`config.mk`:
```
export PLATFORM = sky130hd
export DESIGN_NAME = airi5c_timer_sched_flat
export DESIGN_NICKNAME = d
export VERILOG_FILES = /design/src/rtl/airi5c_timer_sched_pkg.sv /design/src/rtl/airi5c_timer_sched_if.sv /design/src/rtl/airi5c_timer_sched_chan.sv /design/src/rtl/airi5c_timer_sched.sv /design/src/flat_wrapper.sv
export SDC_FILE = /design/constraint.sdc
export NUM_CORES = 1
export LEC_CHECK = 0
export BUFFER_PORTS_ARGS = -buffer_cell sky130_fd_sc_hd__buf_2
export CORE_MARGIN = 2
export CORE_UTILIZATION = 55
export CTS_CLUSTER_DIAMETER = 40
export CTS_CLUSTER_SIZE = 25
export DETAILED_ROUTE_END_ITERATION = 8
export GPL_TIMING_DRIVEN = 0
export PLACE_DENSITY = 0.77
export REMOVE_ABC_BUFFERS = 1
export SYNTH_ARGS = -nofsm -noshare
export SYNTH_HDL_FRONTEND = slang
export SYNTH_SLANG_ARGS = --single-unit
```
`constraint.sdc`:
```
create_clock -name clk -period 8.1 [get_ports clk]
set_clock_uncertainty 0.15 [all_clocks]
set_input_delay 1.215 -clock clk [delete_from_list [all_inputs] [get_ports clk]]
set_output_delay 1.215 -clock clk [all_outputs]
set_load 0.03 [all_outputs]
```
`src/rtl/airi5c_timer_sched_pkg.sv`:
```
`default_nettype none
// ============================================================================
//  Module   : airi5c_timer_sched_pkg
//  Purpose  : Shared constants for the deadline scheduler: per-channel word
//             offsets, CTRL bit positions and the scan FSM state encoding.
//  Ports    : none (package)
//  Config   : none
//  Revision : 1.0 - initial release
// ============================================================================
package airi5c_timer_sched_pkg;

    // Word offsets inside one channel's 4-word register window
    localparam logic [1:0] WORD_DL_LO  = 2'd0;
    localparam logic [1:0] WORD_DL_HI  = 2'd1;
    localparam logic [1:0] WORD_PERIOD = 2'd2;
    localparam logic [1:0] WORD_CTRL   = 2'd3;

    // CTRL register bit positions
    localparam int CTRL_EN   = 0;
    localparam int CTRL_PEND = 1;

    // Scan FSM: SCAN visits one channel per cycle, COMMIT publishes the minimum
    typedef enum logic [0:0] {
        ST_SCAN   = 1'b0,
        ST_COMMIT = 1'b1
    } sched_state_e;

endpackage
`default_nettype wire

```
`src/rtl/airi5c_timer_sched_if.sv`:
```
`default_nettype none
// ============================================================================
//  Module   : airi5c_timer_sched_if
//  Purpose  : Register bus between a host and the deadline scheduler.
//  Signals  : wr_en/wr_addr/wr_data - write strobe, {ch, word} address, data
//             rd_en/rd_addr         - read strobe and {ch, word} address
//             rd_data               - registered read data (1 cycle latency)
//  Modports : master (host side), slave (scheduler side)
//  Revision : 1.0 - initial release
// ============================================================================
interface airi5c_timer_sched_if #(
    parameter int CH_W = 2
);
    logic              wr_en;
    logic [CH_W+1:0]   wr_addr;
    logic [31:0]       wr_data;
    logic              rd_en;
    logic [CH_W+1:0]   rd_addr;
    logic [31:0]       rd_data;

    modport master (
        output wr_en, wr_addr, wr_data, rd_en, rd_addr,
        input  rd_data
    );

    modport slave (
        input  wr_en, wr_addr, wr_data, rd_en, rd_addr,
        output rd_data
    );
endinterface
`default_nettype wire

```
`src/rtl/airi5c_timer_sched_chan.sv`:
```
`default_nettype none
// ============================================================================
//  Module   : airi5c_timer_sched_chan
//  Purpose  : One deadline channel: DL_LO shadow, committed 64-bit deadline,
//             optional PERIOD, CTRL {PEND, EN}, write decode and reload adder.
//  Ports    : clk, reset       - clock, synchronous active-high reset
//             wr_sel_i         - bus write addressed to this channel
//             wr_word_i        - word offset of the write
//             wr_data_i        - write data
//             fire_i           - this channel's deadline was reached this cycle
//             dl_o, period_o   - committed deadline, period (0 when absent)
//             en_o, pend_o     - CTRL bits
//             armed_o          - EN && !PEND, candidate for the scan
//  Config   : AIRI5C_TIMER_SCHED_PERIODIC_EN - PERIOD register and reload
//  Revision : 1.0 - initial release
// ============================================================================
module airi5c_timer_sched_chan
    import airi5c_timer_sched_pkg::*;
(
    input  logic        clk,
    input  logic        reset,
    input  logic        wr_sel_i,
    input  logic [1:0]  wr_word_i,
    input  logic [31:0] wr_data_i,
    input  logic        fire_i,
    output logic [63:0] dl_o,
    output logic [31:0] period_o,
    output logic        en_o,
    output logic        pend_o,
    output logic        armed_o
);

    logic [31:0] shadow_q;
    logic [63:0] dl_q, dl_d;
    logic        en_q, en_d;
    logic        pend_q, pend_d;
    logic [31:0] w_period;

`ifdef AIRI5C_TIMER_SCHED_PERIODIC_EN
    logic [31:0] period_q;

    always_ff @(posedge clk) begin
        if (reset) begin
            period_q <= '0;
        end else if (wr_sel_i && (wr_word_i == WORD_PERIOD)) begin
            period_q <= wr_data_i;
        end
    end

    assign w_period = period_q;
`else
    // One-shot build: no period storage, every fire disables the channel
    assign w_period = '0;
`endif

    // Fire effects first, then the bus write overrides the field it targets.
    // PEND set by a fire wins over a simultaneous W1C.
    always_comb begin
        dl_d   = dl_q;
        en_d   = en_q;
        pend_d = pend_q;

        if (fire_i) begin
            pend_d = 1'b1;
            if (w_period != 32'd0) begin
                dl_d = dl_q + {32'd0, w_period};
            end else begin
                en_d = 1'b0;
            end
        end

        if (wr_sel_i) begin
            case (wr_word_i)
                WORD_DL_HI: dl_d = {wr_data_i, shadow_q};
                WORD_CTRL: begin
                    en_d = wr_data_i[CTRL_EN];
                    if (wr_data_i[CTRL_PEND] && !fire_i) begin
                        pend_d = 1'b0;
                    end
                end
                default: ;
            endcase
        end
    end

    always_ff @(posedge clk) begin
        if (reset) begin
            shadow_q <= '0;
            dl_q     <= '0;
            en_q     <= 1'b0;
            pend_q   <= 1'b0;
        end else begin
            if (wr_sel_i && (wr_word_i == WORD_DL_LO)) begin
                shadow_q <= wr_data_i;
            end
            dl_q   <= dl_d;
            en_q   <= en_d;
            pend_q <= pend_d;
        end
    end

    assign dl_o     = dl_q;
    assign period_o = w_period;
    assign en_o     = en_q;
    assign pend_o   = pend_q;
    assign armed_o  = en_q & ~pend_q;

endmodule
`default_nettype wire

```
`src/rtl/airi5c_timer_sched.sv`:
```
`default_nettype none
// ============================================================================
//  Module   : airi5c_timer_sched
//  Purpose  : Multiplexes NUM_CH deadline channels onto one 64-bit time base.
//             A sequential scan finds the earliest armed deadline, commits it,
//             and raises the owning channel's pending flag once time reaches it.
//  Ports    : clk, reset  - clock, synchronous active-high reset
//             time_i      - current mtime value
//             bus         - register bus (slave modport)
//             irq_o       - per-channel PEND flags, irq_any - OR of irq_o
//             next_cmp    - committed earliest deadline, next_ch - its owner
//             next_vld    - next_cmp is valid and armed
//  Config   : AIRI5C_TIMER_SCHED_PERIODIC_EN - periodic reload (default: one-shot)
//  Revision : 1.0 - initial release
// ============================================================================
module airi5c_timer_sched
    import airi5c_timer_sched_pkg::*;
#(
    parameter int NUM_CH = 4,
    parameter int CH_W   = 2
) (
    input  logic                clk,
    input  logic                reset,
    input  logic [63:0]         time_i,
    airi5c_timer_sched_if.slave bus,
    output logic [NUM_CH-1:0]   irq_o,
    output logic                irq_any,
    output logic [63:0]         next_cmp,
    output logic [CH_W-1:0]     next_ch,
    output logic                next_vld
);

    logic [63:0]       w_dl     [NUM_CH];
    logic [31:0]       w_period [NUM_CH];
    logic [NUM_CH-1:0] w_en, w_pend, w_armed, w_wr_sel, w_fire_ch;

    logic [CH_W-1:0]   w_wr_ch, w_rd_ch;
    logic [1:0]        w_wr_word, w_rd_word;
    logic              w_fire;
    logic [31:0]       w_rd_data;

    sched_state_e      state_q;
    logic [CH_W-1:0]   idx_q;
    logic [63:0]       min_q;
    logic [CH_W-1:0]   min_ch_q;
    logic              min_vld_q;
    logic [63:0]       next_cmp_q;
    logic [CH_W-1:0]   next_ch_q;
    logic              next_vld_q;
    logic [31:0]       rd_data_q;

    assign w_wr_ch   = bus.wr_addr[CH_W+1:2];
    assign w_wr_word = bus.wr_addr[1:0];
    assign w_rd_ch   = bus.rd_addr[CH_W+1:2];
    assign w_rd_word = bus.rd_addr[1:0];

    // Unsigned 64-bit compare against the committed deadline
    assign w_fire = next_vld_q && (time_i >= next_cmp_q);

    for (genvar i = 0; i < NUM_CH; i++) begin : g_chan
        assign w_wr_sel[i]  = bus.wr_en && (w_wr_ch == CH_W'(i));
        assign w_fire_ch[i] = w_fire && (next_ch_q == CH_W'(i));

        airi5c_timer_sched_chan u_chan (
            .clk       (clk),
            .reset     (reset),
            .wr_sel_i  (w_wr_sel[i]),
            .wr_word_i (w_wr_word),
            .wr_data_i (bus.wr_data),
            .fire_i    (w_fire_ch[i]),
            .dl_o      (w_dl[i]),
            .period_o  (w_period[i]),
            .en_o      (w_en[i]),
            .pend_o    (w_pend[i]),
            .armed_o   (w_armed[i])
        );
    end

    // Scan FSM. Any write or fire invalidates the committed deadline and
    // restarts the scan, so a stale value can never fire.
    always_ff @(posedge clk) begin
        if (reset) begin
            state_q    <= ST_SCAN;
            idx_q      <= '0;
            min_q      <= '0;
            min_ch_q   <= '0;
            min_vld_q  <= 1'b0;
            next_cmp_q <= '0;
            next_ch_q  <= '0;
            next_vld_q <= 1'b0;
        end else if (w_fire || bus.wr_en) begin
            state_q    <= ST_SCAN;
            idx_q      <= '0;
            min_vld_q  <= 1'b0;
            next_vld_q <= 1'b0;
        end else begin
            case (state_q)
                ST_SCAN: begin
                    // Strict less-than keeps the lowest index on a tie
                    if (w_armed[idx_q] && (!min_vld_q || (w_dl[idx_q] < min_q))) begin
                        min_q     <= w_dl[idx_q];
                        min_ch_q  <= idx_q;
                        min_vld_q <= 1'b1;
                    end
                    if (idx_q == CH_W'(NUM_CH - 1)) begin
                        state_q <= ST_COMMIT;
                    end else begin
                        idx_q <= idx_q + 1'b1;
                    end
                end
                ST_COMMIT: begin
                    next_cmp_q <= min_q;
                    next_ch_q  <= min_ch_q;
                    next_vld_q <= min_vld_q;
                    min_vld_q  <= 1'b0;
                    idx_q      <= '0;
                    state_q    <= ST_SCAN;
                end
                default: state_q <= ST_SCAN;
            endcase
        end
    end

    // Read mux; channel indices beyond NUM_CH read as zero
    always_comb begin
        w_rd_data = '0;
        if (int'(w_rd_ch) < NUM_CH) begin
            case (w_rd_word)
                WORD_DL_LO:  w_rd_data = w_dl[w_rd_ch][31:0];
                WORD_DL_HI:  w_rd_data = w_dl[w_rd_ch][63:32];
                WORD_PERIOD: w_rd_data = w_period[w_rd_ch];
                default: begin
                    w_rd_data[CTRL_EN]   = w_en[w_rd_ch];
                    w_rd_data[CTRL_PEND] = w_pend[w_rd_ch];
                end
            endcase
        end
    end

    always_ff @(posedge clk) begin
        if (reset) begin
            rd_data_q <= '0;
        end else if (bus.rd_en) begin
            rd_data_q <= w_rd_data;
        end
    end

    assign bus.rd_data = rd_data_q;
    assign irq_o       = w_pend;
    assign irq_any     = |w_pend;
    assign next_cmp    = next_cmp_q;
    assign next_ch     = next_ch_q;
    assign next_vld    = next_vld_q;

endmodule
`default_nettype wire

```
`src/flat_wrapper.sv`:
```
// flat-port wrapper written by rule: the top's interface ports become plain ports
module airi5c_timer_sched_flat import airi5c_timer_sched_pkg::*;
#(
    parameter int NUM_CH = 4,
    parameter int CH_W   = 2
)
  (clk, reset, time_i, irq_o, irq_any, next_cmp, next_ch, next_vld, bus_wr_en, bus_wr_addr, bus_wr_data, bus_rd_en, bus_rd_addr, bus_rd_data);
  airi5c_timer_sched_if #(.CH_W(CH_W)) bus_i ();
  input  logic clk;
  input  logic reset;
  input  logic [63:0] time_i;
  output logic [NUM_CH-1:0] irq_o;
  output logic irq_any;
  output logic [63:0] next_cmp;
  output logic [CH_W-1:0] next_ch;
  output logic next_vld;
  input wire logic [$bits(bus_i.wr_en)-1:0] bus_wr_en;
  input wire logic [$bits(bus_i.wr_addr)-1:0] bus_wr_addr;
  input wire logic [$bits(bus_i.wr_data)-1:0] bus_wr_data;
  input wire logic [$bits(bus_i.rd_en)-1:0] bus_rd_en;
  input wire logic [$bits(bus_i.rd_addr)-1:0] bus_rd_addr;
  output wire logic [$bits(bus_i.rd_data)-1:0] bus_rd_data;
  assign bus_i.wr_en = bus_wr_en;
  assign bus_i.wr_addr = bus_wr_addr;
  assign bus_i.wr_data = bus_wr_data;
  assign bus_i.rd_en = bus_rd_en;
  assign bus_i.rd_addr = bus_rd_addr;
  assign bus_rd_data = bus_i.rd_data;
  airi5c_timer_sched #(.NUM_CH(NUM_CH), .CH_W(CH_W)) u_core (.clk(clk), .reset(reset), .time_i(time_i), .bus(bus_i), .irq_o(irq_o), .irq_any(irq_any), .next_cmp(next_cmp), .next_ch(next_ch), .next_vld(next_vld));
endmodule
```
==> results.rst <==
.. list-table::
   :header-rows: 1

   * - Metric
     - Value
   * - Number of flip-flops and latches in the synthesized netlist
     - 561
   * - Total I/O pin count
     - 212
   * - Stage delay of the slowest cell on the critical path
     - 0.85 ns
   * - Die Y
     - 223 um
   * - Overall via count from detail_route
     - 22.9k
   * - Critical path class
     - register to register
   * - Post-CTS Resized
     - 0
   * - Fin worst setup slack
     - 2.69 ns
   * - Asr flop ratio synth
     - 0
   * - Number of synthesized flops with an enable pin
     - 0
   * - CTS buffer count
     - 58
   * - Peak fanout along the critical path
     - 37
   * - Leading cell types in the layout, fill and taps excluded
     - 930 x sky130_fd_sc_hd__nand2_1, 559 x sky130_fd_sc_hd__dfxtp_1, 460 x sky130_fd_sc_hd__a21oi_1
   * - RSZ-0062 raised after global routing
     - false
   * - Number of nets with antenna violations after routing
     - 0
   * - Total wire length
     - 77100 um
   * - DRC violation count after routing
     - 0
   * - Worst path buffer plus inverter count
     - 5
   * - Sequential cell area
     - 11200 um2
   * - Placed cell count
     - 3715
   * - Non-Filler Instances
     - 3830
   * - Global-route congestion overflow total
     - 0
   * - Initial Utilization
     - 0.555
   * - Full die area
     - 49600 um2
   * - Number of search-and-repair iterations in the first detailed-routing pass
     - 6
   * - Top_reg_cell synth
     - sky130_fd_sc_hd__dfxtp_1
   * - DR WL/cell
     - 20.1 um
   * - Final Wtd Congestion
     - 0.864
   * - Shortest clock period the worst path allows after layout
     - 5.41 ns
   * - Post-synthesis instance total
     - 3084
   * - Synthesis-to-layout area growth
     - 14.5%
   * - Ratio of cells with drive above 1 in the final layout
     - 0.171
   * - Fraction of the cycle the final worst path needs
     - 0.668
   * - Summed instance area of the synthesized netlist
     - 26300 um2
   * - Count of routing violations after the opening detailed-route iteration
     - 2425
   * - Most repeated library cell on the critical path
     - sky130_fd_sc_hd__buf_6
   * - Transition time at the pin with the least slew margin
     - 1.31 ns
   * - Sequence of cells on the critical path
     - buf_16, mux4_2, ha_1, nand4_1, nor4_1, o41ai_1, o31ai_1, o31ai_1, a2111oi_1, nor4_4, buf_6, buf_6, buf_6, buf_6, mux2i_1
   * - Critical-path cell with the highest stage delay
     - sky130_fd_sc_hd__dfxtp_4
   * - Critical path's top delay family
     - compound AO/OA/AOI/OAI gates
   * - Setup slack of the most critical reg-to-reg path
     - 2.69 ns
   * - Part of the Yosys area used for sequential elements
     - 0.427
   * - Place WS
     - 2.66 ns
   * - Standard-cell rows
     - 80
   * - Data required time of the critical path
     - 8.43 ns
   * - Worst slew margin relative to its limit
     - 0.127
   * - Average vias per placed instance
     - 5.99
   * - Placeable core area
     - 47400 um2
   * - Endpoints failing setup
     - 0
   * - Number of antenna violations at the first check in global routing
     - 9
   * - Multi-input logic area
     - 13700 um2
   * - Yosys warning total
     - 0
   * - WP data arrival
     - 5.74 ns
   * - Maximum number of pins on one net before global-route repair
     - 174
   * - Maximum count of clock buffers along a single path
     - 3
   * - Type of element launching the critical path
     - register
   * - Total routing resource utilization after global routing
     - 0.301
   * - Clock tree from TritonCTS
     - done
   * - Clock root cell
     - sky130_fd_sc_hd__clkbuf_16
   * - Global-route wire length before repair
     - 118000 um
   * - Kind of path behind the tightest hold check
     - register to register
   * - Vias in the first global route
     - 22.1k
   * - Max Cap Viol
     - 0
   * - Leakage power of the design
     - 10.7 nW
   * - Finished Core Util
     - 0.635
   * - Detailed Place HPWL
     - 50500 um
   * - F_max
     - 185 MHz
   * - Worst IR Drop VDD
     - 0.155 mV
   * - Per-instance average area after synthesis
     - 8.54 um2
   * - Most common library cell in the layout ignoring fill and taps
     - sky130_fd_sc_hd__nand2_1
   * - Deepest level of the CTS H-tree
     - 2
   * - Element type at the critical path end
     - register
   * - Setup Buffers After CTS
     - 0
   * - Power density over the cells
     - 196 nW/um2
   * - Fill cell total of the finished layout
     - 3755
   * - Count of pins over their slew limit
     - 0
   * - Netlist cell types
     - 53
   * - Clock-pin slew of the registers on the worst-case setup and hold paths
     - 0.07 ns
   * - Sinks on the clock net
     - 561
   * - Die W
     - 223 um
   * - Number of nets in the layout
     - 3396
   * - Final Hold Viols
     - 0
   * - Count of buffers inserted at the top-level ports
     - 211
   * - # hold bufs at CTS
     - 0
   * - Later-pin clock latency in the skew report
     - 0.62 ns
   * - Run status
     - finished, final reports clean
final cells by class:
cell class,instances,area share
Antenna cell,5,0.000415
Clock buffer,65,0.0497
Clock inverter,45,0.0177
Inverter,133,0.0167
Multi-Input combinational cell,2147,0.454
Sequential cell,561,0.373
Tap cell,615,0.0255
Timing Repair Buffer,259,0.0635
path summary, 6_finish.rpt:
path / cells after the start / end / from
worst max register to register: 15 / u_core.min_q[17] / u_core.idx_q[0]
worst min register to register: 2 / u_core.g_chan[1].u_chan.dl_o[7] / u_core.g_chan[1].u_chan.shadow_q[7]
worst max-delay path: 15 / u_core.min_q[17] / u_core.idx_q[0]
worst min-delay path: 2 / u_core.g_chan[1].u_chan.dl_o[7] / u_core.g_chan[1].u_chan.shadow_q[7]
flip-flops by register name (all words and copies together), names as in the netlist:
name / flops
u_core.g_chan.u_chan.dl_o: 256
u_core.g_chan.u_chan.shadow_q: 128
u_core.min_q: 64
u_core.next_cmp: 64
u_core.bus.rd_data: 32
u_core.g_chan.u_chan.en_o: 4
u_core.g_chan.u_chan.pend_o: 4
u_core.idx_q: 2
u_core.min_ch_q: 2
u_core.next_ch: 2
u_core.min_vld_q: 1
u_core.next_vld: 1
u_core.state_q: 1
logic make-up (layout without fill, tap and decap cells):
kind of cell / Yosys count / in the layout / synth area share
flip-flops: 561 / 561 / 0.427
AND/OR/NAND/NOR: 1183 / 1183 / 0.183
AO/OA/AOI/OAI: 605 / 605 / 0.121
multiplexers: 230 / 230 / 0.151
adder cells (fa/ha/maj): 128 / 128 / 0.0608
buffers and inverters: 376 / 502 / 0.0573
other: 0 / 5 / 0
XOR/XNOR: 1 / 1 / 0.000333
per-layer routing:
metal,wire length (um),GRT usage
met5,46,0
met4,3840,0.158
met1,29700,0.377
met3,7350,0.0558
met2,36200,0.496
report_power, final:
part / switching (mW) / internal (mW) / total (mW)
Clock: 1.28 / 1.50 / 2.78
Combinational: 0.221 / 0.121 / 0.341
Sequential: 0.0196 / 2.78 / 2.79
Total: 1.52 / 4.40 / 5.91
synth_stat cells, types with 7 or more instances:
master                     count  area share
sky130_fd_sc_hd__nand2_1     938        0.13
sky130_fd_sc_hd__dfxtp_1     561        0.43
sky130_fd_sc_hd__a21oi_1     460       0.087
sky130_fd_sc_hd__clkbuf_1    178       0.025
sky130_fd_sc_hd__inv_1       132       0.019
sky130_fd_sc_hd__mux4_2      130        0.11
sky130_fd_sc_hd__ha_1        128       0.061
sky130_fd_sc_hd__o21ai_0      94       0.018
sky130_fd_sc_hd__nand3_1      86       0.016
sky130_fd_sc_hd__mux2i_1      70       0.027
sky130_fd_sc_hd__nor2_1       62      0.0088
sky130_fd_sc_hd__nor2b_1      34      0.0081
sky130_fd_sc_hd__clkbuf_2     30      0.0057
sky130_fd_sc_hd__mux2_2       30       0.013
sky130_fd_sc_hd__buf_1        24      0.0034
sky130_fd_sc_hd__nand4_1      20      0.0048
sky130_fd_sc_hd__nor3_1       11      0.0021
sky130_fd_sc_hd__o211ai_1      8      0.0023
sky130_fd_sc_hd__a211oi_1      7      0.0020
sky130_fd_sc_hd__a21o_1        7      0.0020
worst min-delay path, cell delays in order, from the launching register on:
cell,delay (ns)
sky130_fd_sc_hd__dfxtp_1,0.31
sky130_fd_sc_hd__nand2_1,0.06
sky130_fd_sc_hd__a21oi_1,0.05
through the flow:
| stage | power (mW) | area (um2) | TNS (ns) | hold WS, ns |
|---|---|---|---|---|
| after CTS | 5.93 | 30100 | 0 | 0.296 |
| after detailed placement | 3.19 | 28100 | 0 | 0.292 |
| after global routing | 6.06 | 30200 | 0 | 0.302 |
| after global placement | 3.17 | 27100 | -882.77 | 0.286 |
| final | 5.91 | 30200 | 0 | 0.302 |
| after floorplan | 3.00 | 25300 | -34.56 | 0.276 |
No activity file was read; power rests on OpenSTA's default activity.
